<file path="src/rtl/proc_ext_pkg.sv">
// Shared constants for proc_ext: opcodes, bus selects, Tstep states, branch conditions.
// Purely declarative; no timing or flow control of its own.
package proc_ext_pkg;

    localparam logic [2:0] mv_  = 3'b000;
    localparam logic [2:0] mvt_ = 3'b001;
    localparam logic [2:0] add_ = 3'b010;
    localparam logic [2:0] sub_ = 3'b011;
    localparam logic [2:0] ld_  = 3'b100;
    localparam logic [2:0] st_  = 3'b101;
    localparam logic [2:0] and_ = 3'b110;
    localparam logic [2:0] b_   = 3'b111;

    // Codes 0-7 select R0-R7; anything not listed puts zero on the bus.
    localparam logic [3:0] SEL_G    = 4'd8;
    localparam logic [3:0] SEL_DIN  = 4'd9;
    localparam logic [3:0] SEL_IMM  = 4'd10;
    localparam logic [3:0] SEL_MVT  = 4'd11;
    localparam logic [3:0] SEL_SEXT = 4'd12;
    localparam logic [3:0] SEL_NONE = 4'd15;

    localparam logic [2:0] T0 = 3'd0;
    localparam logic [2:0] T1 = 3'd1;
    localparam logic [2:0] T2 = 3'd2;
    localparam logic [2:0] T3 = 3'd3;
    localparam logic [2:0] T4 = 3'd4;
    localparam logic [2:0] T5 = 3'd5;

    localparam logic [2:0] COND_AL = 3'b000;
    localparam logic [2:0] COND_EQ = 3'b001;
    localparam logic [2:0] COND_NE = 3'b010;
    localparam logic [2:0] COND_CC = 3'b011;
    localparam logic [2:0] COND_CS = 3'b100;
    localparam logic [2:0] COND_PL = 3'b101;
    localparam logic [2:0] COND_MI = 3'b110;
    localparam logic [2:0] COND_NV = 3'b111;

    localparam logic [1:0] ALU_ADD = 2'd0;
    localparam logic [1:0] ALU_SUB = 2'd1;
    localparam logic [1:0] ALU_AND = 2'd2;

    function automatic logic cond_true(input logic [2:0] cond, input logic n,
                                       input logic z, input logic c);
        logic res;
        case (cond)
            COND_AL: res = 1'b1;
            COND_EQ: res = z;
            COND_NE: res = !z;
            COND_CC: res = !c;
            COND_CS: res = c;
            COND_PL: res = !n;
            COND_MI: res = n;
            default: res = 1'b0;
        endcase
        return res;
    endfunction

endpackage

</file>
<file path="src/rtl/proc_ext_alu.sv">
// DW-wide add/sub/and with carry (add) or no-borrow (sub), plus N and Z; combinational.
// No state, no flow control.
import proc_ext_pkg::*;

module proc_ext_alu #(
    parameter int DW = 16
) (
    input  logic [1:0]    i_op,
    input  logic [DW-1:0] i_a,
    input  logic [DW-1:0] i_b,
    output logic [DW-1:0] o_res,
    output logic          o_n,
    output logic          o_z,
    output logic          o_c
);
    logic [DW:0] w_sum;

    // Subtract as a + ~b + 1 so the carry out is exactly the unsigned a >= b test.
    always_comb begin
        case (i_op)
            ALU_SUB: w_sum = {1'b0, i_a} + {1'b0, ~i_b} + {{DW{1'b0}}, 1'b1};
            ALU_AND: w_sum = {1'b0, i_a & i_b};
            default: w_sum = {1'b0, i_a} + {1'b0, i_b};
        endcase
    end

    assign o_res = w_sum[DW-1:0];
    assign o_c   = w_sum[DW];
    assign o_n   = w_sum[DW-1];
    assign o_z   = (w_sum[DW-1:0] == '0);
endmodule

</file>
<file path="src/rtl/proc_ext_lib.sv">
// Reused datapath primitives: enable register, 3-to-8 decoder, loadable PC counter.
// Registers update one cycle after enable; synchronous active-high reset, no backpressure.
module regn #(
    parameter int W = 16
) (
    input  logic         i_clk,
    input  logic         i_rst,
    input  logic         i_en,
    input  logic [W-1:0] i_d,
    output logic [W-1:0] o_q
);
    always_ff @(posedge i_clk) begin
        if (i_rst)
            o_q <= '0;
        else if (i_en)
            o_q <= i_d;
    end
endmodule

module dec3to8 (
    input  logic [2:0] i_w,
    input  logic       i_en,
    output logic [7:0] o_y
);
    always_comb begin
        o_y = 8'd0;
        if (i_en)
            o_y[i_w] = 1'b1;
    end
endmodule

module pc_count #(
    parameter int W = 16
) (
    input  logic         i_clk,
    input  logic         i_rst,
    input  logic         i_ld,
    input  logic         i_inc,
    input  logic [W-1:0] i_d,
    output logic [W-1:0] o_q
);
    // A register write to the PC overrides the fetch increment.
    always_ff @(posedge i_clk) begin
        if (i_rst)
            o_q <= '0;
        else if (i_ld)
            o_q <= i_d;
        else if (i_inc)
            o_q <= o_q + {{(W-1){1'b0}}, 1'b1};
    end
endmodule

</file>
<file path="src/rtl/proc_ext.sv">
// Multicycle bus processor, 4/6 cycles per instruction; Run gates fetch in T0 only.
// PROC_EXT_BRANCH_EN builds the b{cond} datapath; otherwise opcode 111 is a 4-cycle no-op.
import proc_ext_pkg::*;

module proc_ext #(
    parameter int DW = 16,
    parameter int AW = 16
) (
    input  logic          Clock,
    input  logic          Reset,
    input  logic          Run,
    input  logic [DW-1:0] DIN,
    output logic [DW-1:0] DOUT,
    output logic [AW-1:0] ADDR,
    output logic          W,
    output logic          Done,
    output logic [2:0]    Flags
);
    logic [2:0]    r_tstep, w_next;
    logic          r_w;
    logic [15:0]   w_ir;
    logic [DW-1:0] w_r [8];
    logic [DW-1:0] w_a, w_g, w_bus, w_alu_res;
    logic [7:0]    w_r_en;
    logic [3:0]    w_sel;
    logic [1:0]    w_alu_op;
    logic          w_ir_en, w_wr_en, w_a_en, w_g_en, w_addr_en, w_dout_en;
    logic          w_w_d, w_pc_inc, w_done, w_flag_en;
    logic          w_n, w_z, w_c;

    logic [2:0] w_op, w_rx, w_ry;
    logic       w_imm;
    logic [8:0] w_d;
    assign w_op  = w_ir[15:13];
    assign w_imm = w_ir[12];
    assign w_rx  = w_ir[11:9];
    assign w_ry  = w_ir[2:0];
    assign w_d   = w_ir[8:0];

    logic w_is_alu;
    assign w_is_alu = (w_op == add_) || (w_op == sub_) || (w_op == and_);

`ifdef PROC_EXT_BRANCH_EN
    logic w_taken;
    assign w_taken = cond_true(w_rx, Flags[2], Flags[1], Flags[0]);
`endif

    always_comb begin
        w_next    = r_tstep;
        w_sel     = SEL_NONE;
        w_alu_op  = ALU_ADD;
        w_ir_en   = 1'b0;
        w_wr_en   = 1'b0;
        w_a_en    = 1'b0;
        w_g_en    = 1'b0;
        w_addr_en = 1'b0;
        w_dout_en = 1'b0;
        w_w_d     = 1'b0;
        w_pc_inc  = 1'b0;
        w_done    = 1'b0;
        case (w_op)
            sub_:    w_alu_op = ALU_SUB;
            and_:    w_alu_op = ALU_AND;
            default: w_alu_op = ALU_ADD;
        endcase
        case (r_tstep)
            T0: begin
                w_sel     = 4'd7;
                w_addr_en = 1'b1;
                if (Run) begin
                    w_pc_inc = 1'b1;
                    w_next   = T1;
                end
            end
            T1: w_next = T2;
            T2: begin
                w_ir_en = 1'b1;
                w_next  = T3;
            end
            T3: begin
                w_next = T4;
                case (w_op)
                    mv_: begin
                        w_sel   = w_imm ? SEL_IMM : {1'b0, w_ry};
                        w_wr_en = 1'b1;
                        w_done  = 1'b1;
                        w_next  = T0;
                    end
                    mvt_: begin
                        w_sel   = SEL_MVT;
                        w_wr_en = 1'b1;
                        w_done  = 1'b1;
                        w_next  = T0;
                    end
                    ld_, st_: begin
                        w_sel     = {1'b0, w_ry};
                        w_addr_en = 1'b1;
                    end
                    b_: begin
`ifdef PROC_EXT_BRANCH_EN
                        if (w_taken) begin
                            w_sel  = 4'd7;
                            w_a_en = 1'b1;
                        end else begin
                            w_done = 1'b1;
                            w_next = T0;
                        end
`else
                        w_done = 1'b1;
                        w_next = T0;
`endif
                    end
                    default: begin
                        w_sel  = {1'b0, w_rx};
                        w_a_en = 1'b1;
                    end
                endcase
            end
            T4: begin
                w_next = T5;
                if (w_is_alu) begin
                    w_sel  = w_imm ? SEL_IMM : {1'b0, w_ry};
                    w_g_en = 1'b1;
                end else if (w_op == st_) begin
                    w_sel     = {1'b0, w_rx};
                    w_dout_en = 1'b1;
                    w_w_d     = 1'b1;
`ifdef PROC_EXT_BRANCH_EN
                end else if (w_op == b_) begin
                    w_sel  = SEL_SEXT;
                    w_g_en = 1'b1;
`endif
                end
            end
            T5: begin
                w_done = 1'b1;
                w_next = T0;
                if (w_is_alu) begin
                    w_sel   = SEL_G;
                    w_wr_en = 1'b1;
                end else if (w_op == ld_) begin
                    w_sel   = SEL_DIN;
                    w_wr_en = 1'b1;
`ifdef PROC_EXT_BRANCH_EN
                end else if (w_op == b_) begin
                    w_sel   = SEL_G;
                    w_wr_en = 1'b1;
`endif
                end
            end
            default: w_next = T0;
        endcase
        // Reset cycle: nothing loads, no strobes escape, FSM restarts at T0.
        if (Reset) begin
            w_next    = T0;
            w_ir_en   = 1'b0;
            w_wr_en   = 1'b0;
            w_a_en    = 1'b0;
            w_g_en    = 1'b0;
            w_addr_en = 1'b0;
            w_dout_en = 1'b0;
            w_w_d     = 1'b0;
            w_pc_inc  = 1'b0;
            w_done    = 1'b0;
        end
    end

    assign w_flag_en = w_g_en && w_is_alu;

    always_comb begin
        case (w_sel)
            4'd0, 4'd1, 4'd2, 4'd3,
            4'd4, 4'd5, 4'd6, 4'd7: w_bus = w_r[w_sel[2:0]];
            SEL_G:    w_bus = w_g;
            SEL_DIN:  w_bus = DIN;
            SEL_IMM:  w_bus = {{(DW-9){1'b0}}, w_d};
            SEL_MVT:  w_bus = {w_d[7:0], {(DW-8){1'b0}}};
`ifdef PROC_EXT_BRANCH_EN
            SEL_SEXT: w_bus = {{(DW-9){w_d[8]}}, w_d};
`endif
            default:  w_bus = '0;
        endcase
    end

    always_ff @(posedge Clock) begin
        if (Reset) begin
            r_tstep <= T0;
            r_w     <= 1'b0;
        end else begin
            r_tstep <= w_next;
            r_w     <= w_w_d;
        end
    end

    dec3to8 u_dec (
        .i_w  ((w_op == b_) ? 3'd7 : w_rx),
        .i_en (w_wr_en),
        .o_y  (w_r_en)
    );

    for (genvar gi = 0; gi < 7; gi++) begin : g_reg
        regn #(.W(DW)) u_r (
            .i_clk (Clock), .i_rst (Reset), .i_en (w_r_en[gi]),
            .i_d   (w_bus), .o_q   (w_r[gi])
        );
    end

    pc_count #(.W(DW)) u_pc (
        .i_clk (Clock), .i_rst (Reset), .i_ld (w_r_en[7]),
        .i_inc (w_pc_inc), .i_d (w_bus), .o_q (w_r[7])
    );

    regn #(.W(16)) u_ir (
        .i_clk (Clock), .i_rst (Reset), .i_en (w_ir_en),
        .i_d   (DIN[15:0]), .o_q (w_ir)
    );

    regn #(.W(DW)) u_a (
        .i_clk (Clock), .i_rst (Reset), .i_en (w_a_en), .i_d (w_bus), .o_q (w_a)
    );

    proc_ext_alu #(.DW(DW)) u_alu (
        .i_op (w_alu_op), .i_a (w_a), .i_b (w_bus),
        .o_res (w_alu_res), .o_n (w_n), .o_z (w_z), .o_c (w_c)
    );

    regn #(.W(DW)) u_g (
        .i_clk (Clock), .i_rst (Reset), .i_en (w_g_en), .i_d (w_alu_res), .o_q (w_g)
    );

    regn #(.W(3)) u_flags (
        .i_clk (Clock), .i_rst (Reset), .i_en (w_flag_en),
        .i_d   ({w_n, w_z, w_c}), .o_q (Flags)
    );

    regn #(.W(AW)) u_addr (
        .i_clk (Clock), .i_rst (Reset), .i_en (w_addr_en),
        .i_d   (w_bus[AW-1:0]), .o_q (ADDR)
    );

    regn #(.W(DW)) u_dout (
        .i_clk (Clock), .i_rst (Reset), .i_en (w_dout_en), .i_d (w_bus), .o_q (DOUT)
    );

    assign W    = r_w;
    assign Done = w_done;
endmodule

</file>
<file path="config.mk">
export PLATFORM = sky130hd
export DESIGN_NAME = proc_ext
export DESIGN_NICKNAME = d
export VERILOG_FILES = /design/src/rtl/proc_ext_pkg.sv /design/src/rtl/proc_ext_alu.sv /design/src/rtl/proc_ext_lib.sv /design/src/rtl/proc_ext.sv
export SDC_FILE = /design/constraint.sdc
export NUM_CORES = 1
export LEC_CHECK = 0
export CAP_MARGIN = 25
export CORE_ASPECT_RATIO = 1.1
export CORE_MARGIN = 8
export CORE_UTILIZATION = 44
export DETAILED_ROUTE_END_ITERATION = 10
export PLACE_DENSITY = 0.67
export SLEW_MARGIN = 40
export SYNTH_ARGS = -nofsm -noshare
export SYNTH_HDL_FRONTEND = slang
export SYNTH_SLANG_ARGS = --single-unit
</file>
<file path="constraint.sdc">
create_clock -name Clock -period 6.6 [get_ports Clock]
set_input_delay 1.65 -clock Clock [delete_from_list [all_inputs] [get_ports Clock]]
set_output_delay 1.65 -clock Clock [all_outputs]
set_load 0.01 [all_outputs]
</file>
==> run summary <==
Outcome -> finished clean
Total setup buffers inserted after CTS -> 0
Rows -> 62
Cell count of the worst reg-to-reg path -> 17
Core area -> 0.0260 mm2
Synthesized Nets -> 1,426
Slew @ Worst Pin -> 0.863 ns
Largest net degree at the start of global routing -> 94
Crit-path max FO -> 20
Fmax -> 171 MHz
Die Ht -> 186 um
Worst Hold End -> g_reg[6].u_r.o_q[8]$_SDFFE_PP0P_
Hold_buf cts -> 0
Worst Hold Depth -> 2
Final Cycle Share -> 0.884
Synth top area cells -> dfxtp_1 (37%), a211oi_1 (7.6%), mux2i_1 (6.3%)
Pwr Density -> 238 mW/mm2
Design area -> 0.0132 mm2
Reg2reg start -> u_ir.o_q[14]$_SDFFE_PP0P_
Routed WL -> 34,800 um
Initial Util -> 0.446
Placed cell areas -> 0.0124 mm2
CP max stage delay -> 0.70 ns
Leakage power -> 0.00468 uW
Dpl hpwl -> 23,800 um
Clock buffer count from CTS -> 24
Yosys top cell area share -> 0.371
CP endpoint kind -> flop
Unrepaired setup endpoints after global routing -> false
Routed wire per std cell -> 20.1 um
Yosys reg bits -> 215
Placed insts -> 1,691
Synth Flop Type -> dfxtp_1
Total negative slack -> 0 ns
Root Driver -> clkbuf_16
Post-synthesis sequential area ratio -> 0.371
Via Count -> 10,200
CP Cell Sequence -> nand2b_1, a31oi_1, nor2_1, nor2_2, and4_1, a21oi_1, and3_1, fa_1, nand2b_1, a221oi_1, o211ai_1, a311oi_1, a211o_1, o21ai_0, o2bb2ai_1, nand3b_1, o21ai_0
Cell taking the most area after synthesis -> dfxtp_1
# IOs -> 56
Final core occ -> 0.510
TritonCTS clock tree -> done
Die ar. -> 0.0318 mm2
R2r setup slk -> 0.76 ns
Skew final -> 0.0113 ns
Commonest cells in the netlist -> dfxtp_1 (215), nor2_1 (159), a211oi_1 (118)
# resized after CTS -> 0
Critical path origin -> u_ir.o_q[14]$_SDFFE_PP0P_
H-tree levels -> 1
Top-count cell post-synth -> dfxtp_1
Clock latency on the worst-skew pair -> 0.53 ns
Routed vias/inst -> 5.87
DR pass1 iterations -> 5
Syn. warnings -> 0
Syn_area_per_cell -> 8.48 um2
GPL Wtd Cong -> 0.901
Asr flop ratio synth -> 0
Mapped Cells -> 1,367
Global-route wire length before repair -> 55,100 um
Drt drc -> 0
Number of synthesized flops with an enable pin -> 0
FF-to-FF End -> u_flags.o_q[1]$_SDFFE_PP0P_
WP data required -> 7.06 ns
CTS Buffer Depth -> 3
Sinks on Clock Net -> 215
Share of layout cells above drive strength 1 -> 0.0948
Hold Violations, Final -> 0
CTS clock-pin slew for the worst setup and hold paths -> 0.06 ns
Crit start category -> flop
DP Worst Slack -> 0.836 ns
Initial antenna violation count -> 0
Max-cap violations -> 0
Antenna-violating nets left -> 0
HP Start -> g_reg[6].u_r.o_q[8]$_SDFFE_PP0P_
Final net count -> 1,424
Relative slew slack -> 0.423
Port Buf Inserts -> 55
Final Slew Violations -> 0
Worst Slack Setup Final -> 0.763 ns
CP max stage cell -> dfxtp_1
HP Class -> flop to flop
Unique masters post-synth -> 81
Fin cells -> 1,735
Min Tclk post-route -> 5.84 ns
Worst vdd ir -> 168 uV
Setup violators final -> 0
Die width -> 171 um
Number of global-route vias before repair -> 9,655
Cell Area, Synth -> 0.0116 mm2
Overflow after GRT -> 0
Total track usage -> 0.217
Area Growth Syn to Fin -> 14.2%
Crit path kind -> flop to flop
CP Data Arrival Time -> 6.29 ns
Starting DRT DRC Count -> 992
-- layout by cell type (no fill, tap or decap), types with 17 or more instances in the layout --
cell type / synthesis / routed
a211oi_1: 118 / 118
a21oi_1: 27 / 27
a22oi_1: 18 / 18
buf_4: 11 / 37
clkbuf_16: 0 / 24
clkdlybuf4s50_1: 0 / 54
dfxtp_1: 215 / 215
ha_1: 38 / 38
inv_1: 27 / 27
mux2i_1: 73 / 73
nand2_1: 102 / 102
nand2b_1: 26 / 26
nand3_1: 31 / 31
nand3b_1: 75 / 75
nor2_1: 159 / 157
nor3_1: 18 / 17
o21ai_0: 68 / 67
o21ai_1: 32 / 32
o22ai_1: 21 / 21
-- cell type report --
class	instances	area, um2
fill	2436	12700
multi-input combinational	996	6660
sequential	215	4300
timing repair buffer	93	841
clock buffer	34	708
tap	352	440
clock inverter	9	161
inverter	35	131
antenna	1	2.50
-- through the flow --
stage | power (uW) | hold slack, ns
after floorplan | 1600 | 0.441
after global placement | 1700 | 0.461
after detailed placement | 1710 | 0.467
after CTS | 3160 | 0.479
after global routing | 3260 | 0.489
final | 3150 | 0.480
-- routing by layer --
metal,GRT usage,share of wire
met3,0.0431,0.070
met2,0.346,0.45
met4,0.0818,0.036
met5,0.00775,0.00095
met1,0.286,0.44
-- logic make-up after synthesis --
kind of cell	synth area share
AOI/OAI and AO/OA	0.233
adders and majority gates	0.0445
and+or+nand+nor	0.211
muxes	0.0640
buffers and inverters	0.0607
xor gates and xnor gates	0.0159
DFF	0.371
-- how the worst max path moves through the flow --
stage                                             end  slack [ns]  cells after the start
after CTS                 u_flags.o_q[1]$_SDFFE_PP0P_        0.87                     19
after floorplan           u_flags.o_q[1]$_SDFFE_PP0P_        1.91                     25
after global routing      u_flags.o_q[1]$_SDFFE_PP0P_        0.29                     17
final                     u_flags.o_q[1]$_SDFFE_PP0P_        0.76                     17
after global placement    u_flags.o_q[1]$_SDFFE_PP0P_        0.85                     15
after detailed placement  u_flags.o_q[1]$_SDFFE_PP0P_        0.84                     16
-- registers in the layout, summed over array words and instances (netlist names), 3 cells and up --
signal,flops
u_dout.o_q,16
u_a.o_q,16
u_flags.o_q,3
u_ir.o_q,16
u_g.o_q,16
u_pc.o_q,16
r_tstep,3
u_addr.o_q,16
g.u_r.o_q,112
-- power by group --
group	switching, uW	internal [uW]	leakage (uW)	total (uW)
clock network	558	903	0.000421	1460
registers	25.4	1310	0.00173	1340
logic	218	131	0.00253	349
-- critical path, delay by kind of cell (launching register included) --
kind / cells / cell delay [ns]
flops: 1 / 0.70
compound gates: 9 / 2.35
fa+ha+maj: 1 / 0.55
simple gates: 7 / 2.15
Power figures use the tool's default switching activity.
